===== src/rtl/axis_traffic_pkg.sv =====
// Shared types, payload field offsets and the LFSR step for the AXI-Stream traffic generator.
package axis_traffic_pkg;

  typedef enum logic [1:0] {
    DEST_FIXED  = 2'd0,
    DEST_RR     = 2'd1,
    DEST_RANDOM = 2'd2,
    DEST_RSVD   = 2'd3
  } dest_mode_e;

  typedef enum logic [1:0] {
    ST_IDLE,
    ST_SEND,
    ST_DONE
  } state_e;

  localparam int unsigned FLIT_IDX_LSB = 0;
  localparam int unsigned SEQ_LSB      = 16;
  localparam int unsigned SRC_ID_LSB   = 32;
  localparam int unsigned CHK_LSB      = 48;

  // Right-shifting Galois form of x^32 + x^22 + x^2 + x + 1
  localparam logic [31:0] LFSR_TAPS = 32'h8020_0003;

  function automatic logic [31:0] lfsr_next(input logic [31:0] s);
    return s[0] ? ((s >> 1) ^ LFSR_TAPS) : (s >> 1);
  endfunction

endpackage


===== src/rtl/axis_traffic_dest_sel.sv =====
// Per-packet destination choice (fixed / round-robin / random with round-robin fallback)
// and the round-robin pointer register.
module axis_traffic_dest_sel
  import axis_traffic_pkg::*;
#(
  parameter int TDEST_WIDTH = 4,
  parameter int SRC_ID      = 0,
  parameter int NUM_DESTS   = 10,
  parameter int SKIP_SELF   = 1
) (
  input  logic                   clk,
  input  logic                   rst_n,
  input  dest_mode_e             mode,
  input  logic [TDEST_WIDTH-1:0] fixed_dest,
  input  logic [TDEST_WIDTH-1:0] rnd,
  input  logic                   load,
  output logic [TDEST_WIDTH-1:0] dest
);

  localparam int unsigned            ND   = NUM_DESTS;
  localparam logic [TDEST_WIDTH-1:0] LAST = TDEST_WIDTH'(NUM_DESTS - 1);
  localparam logic [TDEST_WIDTH-1:0] SELF = TDEST_WIDTH'(SRC_ID);
  localparam bit                     SKIP = (SKIP_SELF != 0);

  logic [TDEST_WIDTH-1:0] ptr;
  logic [TDEST_WIDTH-1:0] ptr_n;
  logic [TDEST_WIDTH-1:0] rr_val;
  logic                   rnd_ok;

  function automatic logic [TDEST_WIDTH-1:0] wrap_inc(input logic [TDEST_WIDTH-1:0] v);
    return (v >= LAST) ? '0 : v + TDEST_WIDTH'(1);
  endfunction

  always_comb begin
    // Skipping self happens in the same cycle, so the pointer can move by two.
    rr_val = (SKIP && ptr == SELF) ? wrap_inc(ptr) : ptr;
    rnd_ok = (32'(rnd) < ND) && !(SKIP && rnd == SELF);
    dest   = fixed_dest;
    ptr_n  = ptr;
    case (mode)
      DEST_RR: begin
        dest  = rr_val;
        ptr_n = wrap_inc(rr_val);
      end
      DEST_RANDOM: begin
        if (rnd_ok) begin
          dest = rnd;
        end else begin
          dest  = rr_val;
          ptr_n = wrap_inc(rr_val);
        end
      end
      default: ;
    endcase
  end

  always_ff @(posedge clk or negedge rst_n) begin
    if (!rst_n) begin
      ptr <= '0;
    end else if (load) begin
      ptr <= ptr_n;
    end
  end

endmodule


===== src/rtl/axis_traffic_gen.sv =====
// AXI-Stream packet source with self-describing payloads.
// Optional rate throttling is compiled in with AXIS_TRAFFIC_GEN_THROTTLE_EN.
module axis_traffic_gen
  import axis_traffic_pkg::*;
#(
  parameter int          TDEST_WIDTH = 4,
  parameter int          TDATA_WIDTH = 512,
  parameter int          SRC_ID      = 0,
  parameter int          NUM_DESTS   = 10,
  parameter int          MAX_PKT_LEN = 16,
  parameter int          SKIP_SELF   = 1,
  parameter logic [31:0] LFSR_SEED   = 32'hACE1_F00D,
  localparam int         LEN_W       = $clog2(MAX_PKT_LEN + 1)
) (
  input  logic                   clk_usr,
  input  logic                   rst_n,
  input  logic                   start,
  input  logic [15:0]            num_packets,
  input  logic [LEN_W-1:0]       pkt_len,
  input  logic [1:0]             dest_mode,
  input  logic [TDEST_WIDTH-1:0] fixed_dest,
`ifdef AXIS_TRAFFIC_GEN_THROTTLE_EN
  input  logic [7:0]             throttle_thresh,
`endif
  output logic                   busy,
  output logic                   done,
  output logic [31:0]            flits_sent,
  output logic                   axis_out_tvalid,
  input  logic                   axis_out_tready,
  output logic [TDATA_WIDTH-1:0] axis_out_tdata,
  output logic                   axis_out_tlast,
  output logic [TDEST_WIDTH-1:0] axis_out_tdest
);

  state_e                 state, state_n;
  logic [15:0]            idx, idx_n;
  logic [15:0]            seq, seq_n;
  logic [15:0]            num_q;
  logic [LEN_W-1:0]       len_q, len_c, sel_len;
  dest_mode_e             mode_q, sel_mode;
  logic [TDEST_WIDTH-1:0] fixed_q, sel_fixed, sel_dest;
  logic [31:0]            lfsr, lfsr_n;
  logic [31:0]            flits_n;
  logic                   tvalid_n, tlast_n;
  logic [TDATA_WIDTH-1:0] tdata_n;
  logic [TDEST_WIDTH-1:0] tdest_n;
  logic                   accept, hs, last_flit, last_pkt, final_hs;
  logic                   load_first, advance, pkt_load, gap_ok;

  function automatic logic [TDATA_WIDTH-1:0] payload(input logic [15:0] i, input logic [15:0] s);
    logic [TDATA_WIDTH-1:0] d;
    d                            = '0;
    d[FLIT_IDX_LSB +: 16]        = i;
    d[SEQ_LSB +: 16]             = s;
    d[SRC_ID_LSB +: TDEST_WIDTH] = TDEST_WIDTH'(SRC_ID);
    d[CHK_LSB +: 16]             = ~i;
    return d;
  endfunction

`ifdef AXIS_TRAFFIC_GEN_THROTTLE_EN
  assign gap_ok = (lfsr[31:24] >= throttle_thresh);
`else
  assign gap_ok = 1'b1;
`endif

  always_comb begin
    if (pkt_len == '0) begin
      len_c = LEN_W'(1);
    end else if (pkt_len > LEN_W'(MAX_PKT_LEN)) begin
      len_c = LEN_W'(MAX_PKT_LEN);
    end else begin
      len_c = pkt_len;
    end
  end

  assign accept    = start && (state != ST_SEND);
  assign hs        = axis_out_tvalid && axis_out_tready;
  assign last_flit = (idx == 16'(len_q - LEN_W'(1)));
  assign last_pkt  = (seq == num_q - 16'd1);
  assign final_hs  = hs && last_flit && last_pkt;
  assign sel_mode  = accept ? dest_mode_e'(dest_mode) : mode_q;
  assign sel_fixed = accept ? fixed_dest : fixed_q;
  assign sel_len   = accept ? len_c : len_q;
  assign busy      = (state == ST_SEND);
  assign done      = (state == ST_DONE);

  axis_traffic_dest_sel #(
    .TDEST_WIDTH (TDEST_WIDTH),
    .SRC_ID      (SRC_ID),
    .NUM_DESTS   (NUM_DESTS),
    .SKIP_SELF   (SKIP_SELF)
  ) u_dest_sel (
    .clk        (clk_usr),
    .rst_n      (rst_n),
    .mode       (sel_mode),
    .fixed_dest (sel_fixed),
    .rnd        (lfsr[TDEST_WIDTH-1:0]),
    .load       (pkt_load),
    .dest       (sel_dest)
  );

  always_comb begin
    state_n    = state;
    tvalid_n   = axis_out_tvalid;
    load_first = 1'b0;
    case (state)
      ST_IDLE, ST_DONE: begin
        if (start) begin
          if (num_packets == 16'd0) begin
            state_n = ST_DONE;
          end else begin
            state_n    = ST_SEND;
            load_first = 1'b1;
            tvalid_n   = gap_ok;
          end
        end
      end
      ST_SEND: begin
        if (final_hs) begin
          state_n  = ST_DONE;
          tvalid_n = 1'b0;
        end else if (!axis_out_tvalid || hs) begin
          // A gap may only open when no flit is currently being offered.
          tvalid_n = gap_ok;
        end
      end
      default: state_n = ST_IDLE;
    endcase
  end

  // Bus registers always hold the next flit to offer, even during a throttle gap.
  always_comb begin
    idx_n    = idx;
    seq_n    = seq;
    advance  = load_first || (hs && !final_hs);
    pkt_load = load_first || (hs && !final_hs && last_flit);
    if (load_first) begin
      idx_n = '0;
      seq_n = '0;
    end else if (advance) begin
      if (last_flit) begin
        idx_n = '0;
        seq_n = seq + 16'd1;
      end else begin
        idx_n = idx + 16'd1;
      end
    end
    tlast_n = advance ? (idx_n == 16'(sel_len - LEN_W'(1))) : axis_out_tlast;
    tdata_n = advance ? payload(idx_n, seq_n) : axis_out_tdata;
    tdest_n = pkt_load ? sel_dest : axis_out_tdest;

`ifdef AXIS_TRAFFIC_GEN_THROTTLE_EN
    lfsr_n = lfsr_next(lfsr);
`else
    lfsr_n = lfsr;
`endif
    if (pkt_load && sel_mode == DEST_RANDOM) begin
      lfsr_n = lfsr_next(lfsr_n);
    end

    if (accept) begin
      flits_n = '0;
    end else if (hs && flits_sent != '1) begin
      flits_n = flits_sent + 32'd1;
    end else begin
      flits_n = flits_sent;
    end
  end

  always_ff @(posedge clk_usr or negedge rst_n) begin
    if (!rst_n) begin
      state           <= ST_IDLE;
      idx             <= '0;
      seq             <= '0;
      num_q           <= '0;
      len_q           <= LEN_W'(1);
      mode_q          <= DEST_FIXED;
      fixed_q         <= '0;
      lfsr            <= LFSR_SEED;
      flits_sent      <= '0;
      axis_out_tvalid <= 1'b0;
      axis_out_tlast  <= 1'b0;
      axis_out_tdata  <= '0;
      axis_out_tdest  <= '0;
    end else begin
      state           <= state_n;
      idx             <= idx_n;
      seq             <= seq_n;
      lfsr            <= lfsr_n;
      flits_sent      <= flits_n;
      axis_out_tvalid <= tvalid_n;
      axis_out_tlast  <= tlast_n;
      axis_out_tdata  <= tdata_n;
      axis_out_tdest  <= tdest_n;
      if (accept) begin
        num_q   <= num_packets;
        len_q   <= len_c;
        mode_q  <= dest_mode_e'(dest_mode);
        fixed_q <= fixed_dest;
      end
    end
  end

endmodule

===== config.mk =====
export PLATFORM = sky130hd
export DESIGN_NAME = axis_traffic_gen
export DESIGN_NICKNAME = d
export VERILOG_FILES = /design/src/rtl/axis_traffic_pkg.sv /design/src/rtl/axis_traffic_dest_sel.sv /design/src/rtl/axis_traffic_gen.sv
export SDC_FILE = /design/constraint.sdc
export NUM_CORES = 1
export LEC_CHECK = 0
export CAP_MARGIN = 20
export CELL_PAD_IN_SITES_DETAIL_PLACEMENT = 0
export CELL_PAD_IN_SITES_GLOBAL_PLACEMENT = 1
export CORE_AREA = 2 2 224 226
export DETAILED_ROUTE_END_ITERATION = 16
export DIE_AREA = 0 0 226 228
export HOLD_SLACK_MARGIN = 0.1
export PLACE_DENSITY = 0.77
export SLEW_MARGIN = 20
export SYNTH_ARGS = -nofsm -noshare
export SYNTH_HDL_FRONTEND = slang
export SYNTH_SLANG_ARGS = --single-unit
export TNS_END_PERCENT = 30

===== constraint.sdc =====
create_clock -name clk_usr -period 3.2 [get_ports clk_usr]
set_input_delay 0.32 -clock clk_usr [delete_from_list [all_inputs] [get_ports clk_usr]]
set_output_delay 0.32 -clock clk_usr [all_outputs]
set_load 0.05 [all_outputs]

==> impl_metrics.ini <==
[grt]
grt_max_degree = 76
top_usage_layer = met2
grt_pass1_wl_mm = 44.8
use_met3 = 0.0325
grt_use_total = 0.112
antenna_found_initial = 3
use_met2 = 0.185
grt_pass1_vias = 7930
grtUsageMet1 = 0.140
grt_overflow = 0

[detailed_routing]
wl_mm = 29.7
drc_errors = 0
antenna_left = 0
drtIter0Drc = 340
post_drt_wl_per_cell_um = 12.8
dr.pass1.iters = 5
via_count = 8840
vias_per_cell = 3.82

[yosys]
synth_top_cell_area_share = 0.327
synthCells = 1425
syn_avg_cell_area_um2 = 8.97
synth_seq_area_share = 0.360
synth_edf_count = 0
yosysUniqueCellTypes = 78
ys_ff_latch = 183
synthTopCellsByArea = dfrtp_1 (33%), buf_4 (27%), nand2_1 (4.4%)
yosys_warnings = 0
syn-cell-area_um2 = 12800
synth_area_leader_cell = dfrtp_1
async_flop_share = 1.00
synth_flop_cell = dfrtp_1

[finish]
area_growth_pct = 14.8
layout-drive-gt1-share = 0.150
antenna_cells = 0
post-route-cell-area_um2 = 14700
layout_common_cells = conb_1 (464), dfrtp_1 (167), nand2_1 (146)
fin_nets = 1676
final_common_cell = conb_1
post-route-util = 0.297
stdcell_count = 2316

[clocking]
clk_path_buf_depth = 2
cts.sinks = 183
htreeDepth = 4
insertion_delay_ns = 0.46
clk_pin_slew_ns = 0.07
cts_buffers = 17
cts_tree = built
root_buffer = clkbuf_16

[sta]
fmax_mhz = 313
rsz0062_at_grt = true
setup_viol = 0
maxSlewViolCount = 0
finClkSkew_ns = 0.0155
post-route-period-util = 0.997
relSlewSlack = 0.508
fin_crit_ns = 3.19
tightest_slew_ns = 0.738
hold_violations = 0

[critical_path]
critPathCaptureType = flip-flop
critPathRequiredTime_ns = 3.55
start_kind = flip-flop
path_buf_inv = 2
cp_max_fo = 6
path_delay_family = compound AO/OA/AOI/OAI gates
slowest_delay_ns = 0.53
worstPathCellList = inv_1, ha_1, or3_1, a311o_1, a21oi_4, and4_4, a21oi_4, buf_6, a311oi_2, and4b_1, a31o_1, a32o_1
crit_slowest_cell = dfstp_2
crit_arrival_ns = 3.54
worstSetupPathType = flip-flop to flip-flop
cp_common_cell = a21oi_4

[run]
maxCapViolations = 0

[floorplan]
num_io_pins = 583
die_w_um = 226
fp.dieH_um = 228
num_rows = 82
die-area_um2 = 51500
start_util = 0.259
core_area_um2 = 49300

[outcome]
status = complete, no violations

[placed_design]
dp.cells = 2274
gp_congestion = 0.820
portBuffers = 118
place_area_um2 = 13700
hpwlAfterDp_mm = 23.1

[power_and_ir_drop]
p_per_area_nw_per_um2 = 696
peakVddDrop_uv = 405
leakagePower_nw = 7.20

[worst_hold_path]
min_path_type = input port to flip-flop
flip-flops by register name (all words and copies together) (netlist names), 5 cells and up:
signal and cells:
idx 16, seq 16, num_q 16, flits_sent 32
len_q 5, lfsr 32, axis_out_tdata 48
metrics by stage:
step	hold slack (ns)	setup TNS, ns	setup WS (ns)	power [mW]
global route	0.431	-0.298	-0.130	10.8
CTS	0.379	0	0.00432	10.3
finish	0.418	0	0.00949	10.2
global placement	0.389	-0.0915	-0.0915	7.57
floorplan	0.0244	-0.0285	-0.0285	6.74
detailed placement	0.414	-0.192	-0.170	7.62
worst min-delay path, cell delays in order:
cell	delay [ns]
clkdlybuf4s50_1	0.41
nand2_1	0.08
nand2_1	0.04
Yosys cell counts (all sizes together) (26+ instances only):
master / count
nand2: 150
inv: 40
dfrtp: 167
o21ai: 26
xor2: 39
buf: 481
nor2: 100
nand3: 36
xnor2: 37
clkbuf: 31
a21oi: 34
mux2: 34
routing by layer:
layer / vias to the layer above / share of wire
met5: - / 0.0010
met4: 4 / 0.014
met3: 28 / 0.064
met2: 313 / 0.50
met1: 4284 / 0.43
li1: 4211 / -
path summary, 6_finish.rpt:
path	startpoint	to	slack, ns	cells after the start
setup / recovery	len_q[0]	axis_out_tlast	0.009	12
hold / removal	fixed_dest[0]	fixed_q[0]	0.42	3
setup reg to reg	len_q[0]	axis_out_tlast	0.009	12
hold reg to reg	axis_out_tdata[9]	axis_out_tdata[9]	0.47	2
max in group asynchronous	rst_n	axis_out_tdata[57]	1.84	3
min in group asynchronous	rst_n	lfsr[10]	0.45	2
report_power, final:
group / switching [mW] / internal [mW]
clock: 0.988 / 1.54
sequential: 0.355 / 2.71
combinational: 3.22 / 1.39
kinds of logic (layout without fill, tap and decap cells):
family	after synthesis	in the layout	synth area share
compound gates	143	143	0.0784
xor+xnor	76	76	0.0521
fa+ha+maj	14	14	0.0137
buf+inv	552	308	0.302
flops	183	183	0.360
mux	41	41	0.0355
other cells	1	464	0.000294
simple gates	415	415	0.158
cell type report:
cell class	count	area, µm²
Inverter	40	150
Timing Repair Buffer	236	2160
Tap cell	672	841
Clock inverter	12	234
Sequential cell	183	4600
Multi-Input combinational cell	1153	6210
Fill cell	5143	34700
Clock buffer	20	467
what timing repair did:
action,CTS,global route
cloned,0,1
pin swaps,10,7
resized for setup,17,20
hold buffers,1,0
setup buffers,6,3
endpoints found under the hold margin,57,0
endpoints found under the setup margin,2,50
Note: power is estimated with default switching activity, not from simulation.
